**config.mk**
```make
export PLATFORM = sky130hd
export DESIGN_NAME = pwm_sync_gen
export DESIGN_NICKNAME = d
export VERILOG_FILES = /design/src/rtl/pwm_sync_gen.sv
export SDC_FILE = /design/constraint.sdc
export NUM_CORES = 1
export LEC_CHECK = 0
export CAP_MARGIN = 10
export CORE_MARGIN = 3
export CORE_UTILIZATION = 51
export CTS_BUF_LIST = sky130_fd_sc_hd__clkbuf_16
export DETAILED_ROUTE_END_ITERATION = 12
export GPL_TIMING_DRIVEN = 0
export PLACE_DENSITY = 0.69
export SKIP_CTS_REPAIR_TIMING = 1
export SYNTH_ARGS = -nofsm -noshare
export SYNTH_HDL_FRONTEND = slang
export SYNTH_SLANG_ARGS = --single-unit
```
**constraint.sdc**
```tcl
create_clock -name clk -period 5.7 [get_ports clk]
set_input_delay 1.14 -clock clk [delete_from_list [all_inputs] [get_ports clk]]
set_output_delay 1.14 -clock clk [all_outputs]
set_load 0.02 [all_outputs]
```
**src/rtl/pwm_sync_gen.sv**
```systemverilog
// rtl/pwm_sync_gen.sv - PWM generator with period-aligned shadow duty update
// Optional macro PWM_INVERT_EN: active-low sout (reset value 1), duty meaning unchanged.
module pwm_sync_gen #(
    parameter int WIDTH    = 8,
    parameter int PRESCALE = 1
) (
    input  logic             clk,
    input  logic             rst_n,
    input  logic             din_valid,
    input  logic [WIDTH-1:0] din,
    output logic             din_ready,
    output logic             sout,
    output logic             period_start
);

    localparam int              PW       = $clog2(PRESCALE) + 1;
    localparam logic [PW-1:0]   PRE_LAST = PW'(PRESCALE - 1);
    localparam logic [WIDTH-1:0] CNT_MAX = WIDTH'((2 ** WIDTH) - 2);

`ifdef PWM_INVERT_EN
    localparam logic SOUT_POL = 1'b1;
`else
    localparam logic SOUT_POL = 1'b0;
`endif

    logic [PW-1:0]    pre;
    logic [WIDTH-1:0] cnt;
    logic [WIDTH-1:0] duty_active;
    logic [WIDTH-1:0] shadow;
    logic             pending;

    logic             tick;
    logic             boundary;
    logic             accept;
    logic [PW-1:0]    pre_nxt;
    logic [WIDTH-1:0] cnt_nxt;
    logic [WIDTH-1:0] duty_nxt;

    always_comb begin
        tick     = (pre == PRE_LAST);
        pre_nxt  = tick ? '0 : pre + PW'(1);
        boundary = tick && (cnt == CNT_MAX);
        if (boundary) begin
            cnt_nxt = '0;
        end else if (tick) begin
            cnt_nxt = cnt + WIDTH'(1);
        end else begin
            cnt_nxt = cnt;
        end
        // Shadow only moves into the active duty at a period boundary.
        duty_nxt = (boundary && pending) ? shadow : duty_active;
        accept   = din_valid && !pending;
    end

    assign din_ready = ~pending;

    always_ff @(posedge clk or negedge rst_n) begin
        if (!rst_n) begin
            pre          <= '0;
            cnt          <= '0;
            duty_active  <= '0;
            shadow       <= '0;
            pending      <= 1'b0;
            sout         <= SOUT_POL;
            period_start <= 1'b0;
        end else begin
            pre          <= pre_nxt;
            cnt          <= cnt_nxt;
            duty_active  <= duty_nxt;
            period_start <= boundary;
            // accept requires pending==0, so it never collides with the boundary transfer
            if (accept) begin
                shadow  <= din;
                pending <= 1'b1;
            end else if (boundary) begin
                pending <= 1'b0;
            end
            sout <= (cnt_nxt < duty_nxt) ^ SOUT_POL;
        end
    end

endmodule

```
Word-level counts from Yosys, hierarchy flattened
Index checks and enable logic that the tools add are counted.
{"block": "word_totals", "input_bits": 11, "output_inout_bits": 3, "reg_bits": 28}
{"block": "classes", "mux": 6, "bitwise": 2, "reduce_logical": 5, "eq_ne": 1, "order_cmp": 1, "add_sub_neg": 2}
{"operator": "$mux 8", "n": 3}
{"operator": "$add 8x1->8 const B", "n": 1}
{"operator": "$eq 8x8->1 const B", "n": 1}
{"operator": "$lt 8x8->1", "n": 1}
{"operator": "$logic_and 1x1->1", "n": 3}
{"operator": "$mux 1", "n": 3}
{"operator": "$not 1->1", "n": 2}
{"operator": "$reduce_bool 2->1", "n": 1}
{"operator": "$add 1x1->1 const B", "n": 1}
{"operator": "$logic_not 1->1", "n": 1}

Depth between registers and ports, before layout
Gate-level depths: netlist (run 1).
{"block": "depth", "word_depth": 5, "depth_mapped": 12, "ltp_nobuf": 11}

Worst setup path after synthesis (run 1)
Ideal clock, no wire load.
{"block": "synth_timing", "kind": "register to register", "start": "register cnt[0]", "end": "register sout", "period_less_slack_ns": 2.203, "setup_time_ns": 0.082, "slack_ns": 3.497, "t_required_ns": 5.618, "arrival_ns": 2.121, "path_stages_with_launch": 12, "path_cell_list": "dfrtp_1 inv_1 ha_1 nand3_1 or3_1 buf_6 mux2i_1 ha_1 a21o_1 a21oi_1 o221ai_1 a31oi_1"}
{"block": "synth_via", "elab_chain_cells": 5, "word_cells_on_any_way": 8, "cone_classes": "add/sub (1); order compare (1); eq/ne (1); mux (3); reduce/logical (2)"}
{"item": "start: declaration", "line": "27", "source": "logic [WIDTH-1:0] cnt;"}
{"item": "start signal: assignment", "line": "68", "source": "cnt <= cnt_nxt;"}
{"item": "parallel branches: the longest is 4 deep, another holds $add 8x1->8"}
{"item": "$lt 8x8->1 *", "line": "78", "source": "sout <= (cnt_nxt < duty_nxt) ^ SOUT_POL;"}
{"item": "end signal: assignment", "line": "78"}
{"item": "end: declaration", "line": "12", "source": "output logic sout,"}
Mark *: on every way between the ends.
A chain may end at the register's enable or synchronous reset.

Final worst setup path (run 1)
{"block": "layout_timing", "start": "register pending", "end": "output port din_ready"}
{"block": "layout_via", "elab_chain_cells": 1}
{"item": "start: declaration", "line": "30", "source": "logic pending;"}
{"item": "start signal: assignment", "line": "63", "source": "pending <= 1'b0;"}
{"item": "start signal: assignment", "line": "74", "source": "pending <= 1'b1;"}
{"item": "start signal: assignment", "line": "76", "source": "pending <= 1'b0;"}
{"item": "$not 1->1", "line": "55", "source": "assign din_ready = ~pending;"}
{"item": "end: declaration", "line": "11", "source": "output logic din_ready,"}
No other way between the ends.

==> results of run 1 <==
-- cell usage in the layout (no fill, tap or decap) --
cell | netlist | final
a21o_1 | 1 | 1
nand3_1 | 5 | 5
o21ai_0 | 4 | 4
mux2_4 | 2 | 2
clkinvlp_4 | 0 | 1
nand4_1 | 2 | 2
nor2b_1 | 1 | 1
nand2b_1 | 1 | 1
o221ai_1 | 1 | 1
o211ai_1 | 1 | 1
nor2_1 | 7 | 7
o21a_1 | 1 | 1
ha_1 | 9 | 9
a21oi_1 | 5 | 5
nand2_1 | 4 | 4
clkbuf_1 | 1 | 1
inv_1 | 7 | 7
mux2_2 | 8 | 8
a21boi_0 | 1 | 1
xnor2_1 | 1 | 1
buf_6 | 1 | 1
or3_1 | 2 | 2
dfrtp_1 | 27 | 27
buf_8 | 0 | 1
clkdlybuf4s50_1 | 0 | 13
mux2i_1 | 5 | 5
xor2_1 | 2 | 2
a31oi_1 | 1 | 1
nand4_2 | 1 | 1
o31ai_1 | 1 | 1
clkbuf_16 | 0 | 3
inv_2 | 2 | 2
-- critical path, cell delays in order (launching register included) --
cell and delay (ps):
dfrtp_1 420, inv_1 100, clkdlybuf4s50_1 600
-- per-stage QoR --
| stage | cell area [µm²] | std cells | total power [µW] |
|---|---|---|---|
| after floorplan | 1247 | 104 | 211.8 |
| after detailed placement | 1413 | 145 | 224.6 |
| after global placement | 1413 | 145 | 223.1 |
| after global routing | 1510 | 150 | 393.6 |
| final | 1510 | 150 | 378.9 |
| after CTS | 1495 | 149 | 382.7 |
-- power breakdown --
group          internal [µW]  total, µW  switching [µW]
Clock                   95.2        157            61.8
Combinational           12.4       18.7            6.26
Sequential               199        203            4.22
-- kinds of logic (layout without fill, tap and decap cells) --
logic type / Yosys count / after routing / share of synthesized area
buf+inv: 11 / 29 / 0.03912
xor+xnor: 3 / 3 / 0.02107
compound gates: 16 / 16 / 0.07825
fa+ha+maj: 9 / 9 / 0.09027
flops: 27 / 27 / 0.5416
simple gates: 23 / 23 / 0.09328
mux: 15 / 15 / 0.1364
-- metal layers --
| layer | GRT usage | vias up |
|---|---|---|
| met5 | 0 | - |
| met4 | 0.09375 | 0 |
| met3 | 0.02336 | 4 |
| met2 | 0.2669 | 11 |
| met1 | 0.1939 | 384 |
| li1 | - | 399 |
-- worst max path at each step --
stage	start	end	slack [ps]	cells past startpoint
after floorplan	cnt[0]	sout	3500	11
after global placement	din_valid	shadow[1]	3070	4
after detailed placement	din_valid	shadow[3]	3050	4
after CTS	pending	din_ready	3190	2
after global routing	cnt[0]	sout	3050	10
final	pending	din_ready	3180	2
-- area by class of cell --
cell class | instances | area (µm²)
multi-input cells | 66 | 523.0
flip-flops and latches | 27 | 675.6
clock inverters | 1 | 7.507
fillers | 192 | 765.7
repair buffers | 14 | 145.1
inverters | 9 | 33.78
well taps | 28 | 35.03
clock buffers | 3 | 75.07
plain buffers | 2 | 15.01
-- state kept, by name, indices dropped and copies added (netlist names) --
signal and count:
pending 1, shadow 8, cnt 8, period_start 1, duty_active 8, sout 1
==> out/metrics.yaml, run 1 <==
placement:
  place_hpwl_mm: 1.638
  place.gp.congestion: 0.7426
  place.port_buffers: 13
  dp_slack_ps: 3047
routing:
  post_drt_wl_per_cell_um: 14.75
  top_layer_used: "met4"
  dr.pass1.iters: 4
  post-route-drc-count: 0
  met1_length_mm: 1.019
  drtAntennaViolNets: 0
  met2WireLength_mm: 1.088
  wl_met3_um: 62
  vias_per_cell: 5.320
  via_count: 798
  wirelength_mm: 2.213
  drtIter0Drc: 21
clock_network:
  cts.clk_slew.worst_paths_ps: 60
  cts_tree: "built"
  cts_root_buf: "clkbuf_16"
  numClockSinks: 27
  clk_path_buf_depth: 2
  clk-insertion-delay-late_ps: 260
  cts_htree_levels: 1
  cts_buffers: 3
timing:
  hold_slack_ps: 475.9
  setup_violations: 0
  slew_headroom: 0.6400
  period_share: 0.4420
  grt_setup_unrepaired: "false"
  hold_violations: 0
  drv_slew: 0
  fin_skew_ps: 3.224
  layout_setup_ws_ps: 3181
  fin_crit_ps: 2519
  setup_tns_ps: 0
  tightest_slew_ps: 538.0
  max_freq_mhz: 396.9
worst_setup_path:
  required_ps: 4560
  worstPathMaxFanout: 4
  end_kind: "output pin"
  r2r_end: "sout"
  reg2reg_slack_ps: 3230
  worst-setup-path-type: "flop to output pin"
  cp-start-kind: "flop"
  cp.arrival_ps: 1380
  reg2reg_depth: 11
  r2r_start: "cnt[0]"
floorplanning:
  io_pins: 14
  die_h_um: 55.46
  dieArea_um2: 3075
  core_area_um2: 2276
  die_w_um: 55.46
  num_rows: 17
  start_util: 0.5481
pwr:
  irDropWorstVdd_mv: 0.1760
  p_leak_uw: 0.0007720
  power_density_nw_per_um2: 250.9
hold_path:
  hold_start: "duty_active[0]"
  holdPathEnd: "duty_active[0]"
  hp-class: "flop to flop"
  whs_path_depth: 2
logic_synthesis:
  synth.largest_area_cell: "dfrtp_1"
  ys_seq_area_frac: 0.5416
  async_reset_ff_frac: 1.000
  synth_area_leaders: "dfrtp_1 54%, ha_1 9.0%, mux2_2 7.2%, mux2i_1 4.0%, mux2_4 2.4%"
  ys_ff_latch: 27
  yosysWarnings: 0
  ys.flop_type: "dfrtp_1"
  synth_commonest_cells: "27 x dfrtp_1, 9 x ha_1, 8 x mux2_2"
  synth_area_um2: 1247
  syn_avg_cell_area_um2: 11.99
  synth_edf_count: 0
  syn_inst: 104
  syn_nets: 124
  synth_top_area_share: 0.5416
  ys_types: 28
  synth_most_common_cell: "dfrtp_1"
grt:
  grt_overflow_total: 0
  grt_pass1_wl_mm: 3.850
  grt_start_max_net_pins: 28
  antenna_found_initial: 0
  grt_pass1_vias: 881
  gr-usage-all-layers: 0.1596
outcome:
  outcome: "finished clean"
cells_and_area:
  area_delta_synth_final_pct: 21.06
  utilization: 0.6636
  drive_gt1_frac: 0.1557
  antennaDiodeCount: 0
  nets: 143
run:
  drv_cap: 0
Note: power is estimated with default switching activity, not from simulation.
==> run 2, diff against run 1 <==
--- a/config.mk
+++ b/config.mk
@@ -7,11 +7,11 @@
 export LEC_CHECK = 0
 export CAP_MARGIN = 10
 export CORE_MARGIN = 3
-export CORE_UTILIZATION = 51
+export CORE_UTILIZATION = 49
 export CTS_BUF_LIST = sky130_fd_sc_hd__clkbuf_16
 export DETAILED_ROUTE_END_ITERATION = 12
 export GPL_TIMING_DRIVEN = 0
-export PLACE_DENSITY = 0.69
+export PLACE_DENSITY = 0.7
 export SKIP_CTS_REPAIR_TIMING = 1
 export SYNTH_ARGS = -nofsm -noshare
 export SYNTH_HDL_FRONTEND = slang
==> constraint.sdc (replaced) <==
create_clock -name clk -period 2.3 [get_ports clk]
set_input_delay 0.46 -clock clk [delete_from_list [all_inputs] [get_ports clk]]
set_output_delay 0.46 -clock clk [all_outputs]
set_load 0.02 [all_outputs]
==> out/metrics.yaml, run 2 (same netlist as run 1, synthesis figures left out) <==
clock_network:
  cts_tree: "built"  # unchanged
  clk_path_buf_depth: 2  # unchanged
  clk-insertion-delay-late_ps: 260  # about the same
  cts_root_buf: "clkbuf_16"  # unchanged
  cts.clk_slew.worst_paths_ps: 60  # about the same
  cts_htree_levels: 1  # unchanged
  numClockSinks: 27  # unchanged
  cts_buffers: 3  # unchanged
cells_and_area:
  mostFrequentLayoutCells: "27 x dfrtp_1, 13 x clkdlybuf4s50_1, 8 x inv_1, 8 x mux2_2"  # was 27 x dfrtp_1, 13 x clkdlybuf4s50_1, 9 x ha_1
  area_delta_synth_final_pct: 32.10  # was 21.06%
  final_common_cell: "dfrtp_1"  # unchanged
  top_regs: "cnt: 8 flops, duty_active: 8 flops, shadow: 8 flops"  # unchanged
  multi_input_area_um2: 599.3  # was 523.0 µm²
  fillers: 165  # was 192
  drive_gt1_frac: 0.2846  # was 0.1557
  ff_latch_area_um2: 675.6  # unchanged
  nets: 151  # was 143
  final_cells: 158  # was 150
  antennaDiodeCount: 0  # unchanged
  final_area_um2: 1648  # was 1510 µm²
floorplanning:
  core_area_um2: 2318  # was 2276 µm²
  die_h_um: 56.46  # was 55.46 µm
  start_util: 0.5380  # was 0.5481
  io_pins: 14  # unchanged
  die_w_um: 56.46  # was 55.46 µm
  dieArea_um2: 3187  # was 3075 µm²
  num_rows: 17  # unchanged
pwr:
  power_density_nw_per_um2: 567.7  # was 250.9 nW/µm²
  p_seq_frac: 0.540  # was 0.536
  pwr-share-comb: 0.049  # about the same
  switching_share: 0.1907  # about the same
  p_leak_uw: 0.0007996  # was 0.0007720 µW
  clockPowerShare: 0.410  # was 0.414
  irDropWorstVdd_mv: 0.5559  # was 0.1760 mV
  internal-power_uw: 757.1  # was 306.6 µW
  p_sw_uw: 178.4  # was 72.25 µW
worst_setup_path:
  end_kind: "flop"  # was output pin
  cp.arrival_ps: 2550  # was 1380 ps
  cp-start-kind: "flop"  # unchanged
  worst-setup-path-type: "flop to flop"  # was flop to output pin
  required_ps: 2440  # was 4560 ps
  worstPathMaxFanout: 5  # was 4
placement:
  place.gp.congestion: 0.7019  # was 0.7426
  place.port_buffers: 13  # unchanged
  placed_cells: 145  # unchanged
  place_hpwl_mm: 1.621  # was 1.638 mm
  place_area_um2: 1413  # unchanged
timing:
  slew_headroom: 0.5718  # was 0.6400
  fin_skew_ps: 1.803  # was 3.224 ps
  grt_setup_unrepaired: "true"  # was false
  hold_slack_ps: 480.8  # was 475.9 ps
  hold_violations: 0  # unchanged
  drv_slew: 0  # unchanged
  tightest_slew_ps: 640.3  # was 538.0 ps
  layout_setup_ws_ps: -107.9  # was 3181 ps
  setup_violations: 1  # was 0
  fin_crit_ps: 2408
  max_freq_mhz: 415.3
  period_share: 1.047
routing:
  via_count: 861  # was 798
  post_drt_wl_per_cell_um: 15.16  # was 14.75 µm
  vias_per_cell: 5.449  # was 5.320
  wirelength_mm: 2.395  # was 2.213 mm
  drtIter0Drc: 17  # was 21
  post-route-drc-count: 0  # unchanged
  dr.pass1.iters: 4  # unchanged
  drtAntennaViolNets: 0  # unchanged
outcome:
  outcome: "finished with violations"  # was finished clean
  violations: "setup timing"
grt:
  grt_start_max_net_pins: 28  # unchanged
  grt_pass1_vias: 821  # was 881
  gr-usage-all-layers: 0.1487  # was 0.1596
  antenna_found_initial: 0  # unchanged
  grt_overflow_total: 0  # unchanged
  grt_pass1_wl_mm: 3.657  # was 3.850 mm
hold_path:
  hp-class: "flop to flop"  # unchanged
run:
  drv_cap: 0  # unchanged
-- run 2: path summary, 6_finish.rpt --
check | slack (ps) | depth (start not counted) | end | startpoint
max reg2reg | -110 | 11 | sout | cnt[0]
min in group asynchronous | 600 | 1 | shadow[6] | rst_n
min | 480 | 2 | duty_active[0] | duty_active[0]
max in group asynchronous | 1200 | 2 | duty_active[2] | rst_n
min reg2reg | 480 | 2 | duty_active[0] | duty_active[0]
max | -110 | 11 | sout | cnt[0]
-- run 2: final cells by class --
cell class              instances  area share
clock buffers                   3     0.04556
plain buffers                   2     0.01139
inverters                       9     0.02050
well taps                      28     0.02126
clock inverters                 1    0.002278
repair buffers                 22      0.1253
flip-flops and latches         27      0.4100
multi-input cells              66      0.3637
-- run 2: metal layers --
| metal | wire length [µm] | vias up | share of wire | track usage |
|---|---|---|---|---|
| met2 | 1221 | 17 | 0.51 | 0.2261 |
| met1 | 1061 | 423 | 0.44 | 0.2003 |
| met3 | 61 | 6 | 0.025 | 0.02069 |
| li1 | - | 415 | - | - |
| met5 | 0 | - | 0 | 0 |
| met4 | 51 | 0 | 0.021 | 0.08814 |
-- run 2: power groups by stage --
stage	registers, µW	clock network (µW)	logic (µW)
finish	505	384	46.3
floorplan	508	0	16.7
global placement	510	0	42.3
global route	508	415	51.2
detailed placement	512	0	44.4
CTS	503	392	44.4
-- run 2: critical path, cell delays in order (launching register included) --
cell	delay [ps]
dfrtp_1	410
inv_1	70
ha_2	200
nand3_2	80
or3_4	420
buf_8	150
buf_6	120
mux2i_4	170
ha_1	290
nand4_1	120
o221ai_1	190
a31oi_1	60
-- run 2: per-stage QoR --
step	total power, µW	TNS (ps)	setup slack (ps)	utilization
floorplan	525.0	0	96.97	-
global placement	552.2	-94.75	-94.75	0.6093
detailed placement	556.1	-141.8	-141.8	0.6093
CTS	939.5	-155.2	-155.2	0.6433
global route	973.8	-255.0	-255.0	0.7107
finish	935.5	-107.9	-107.9	0.7107
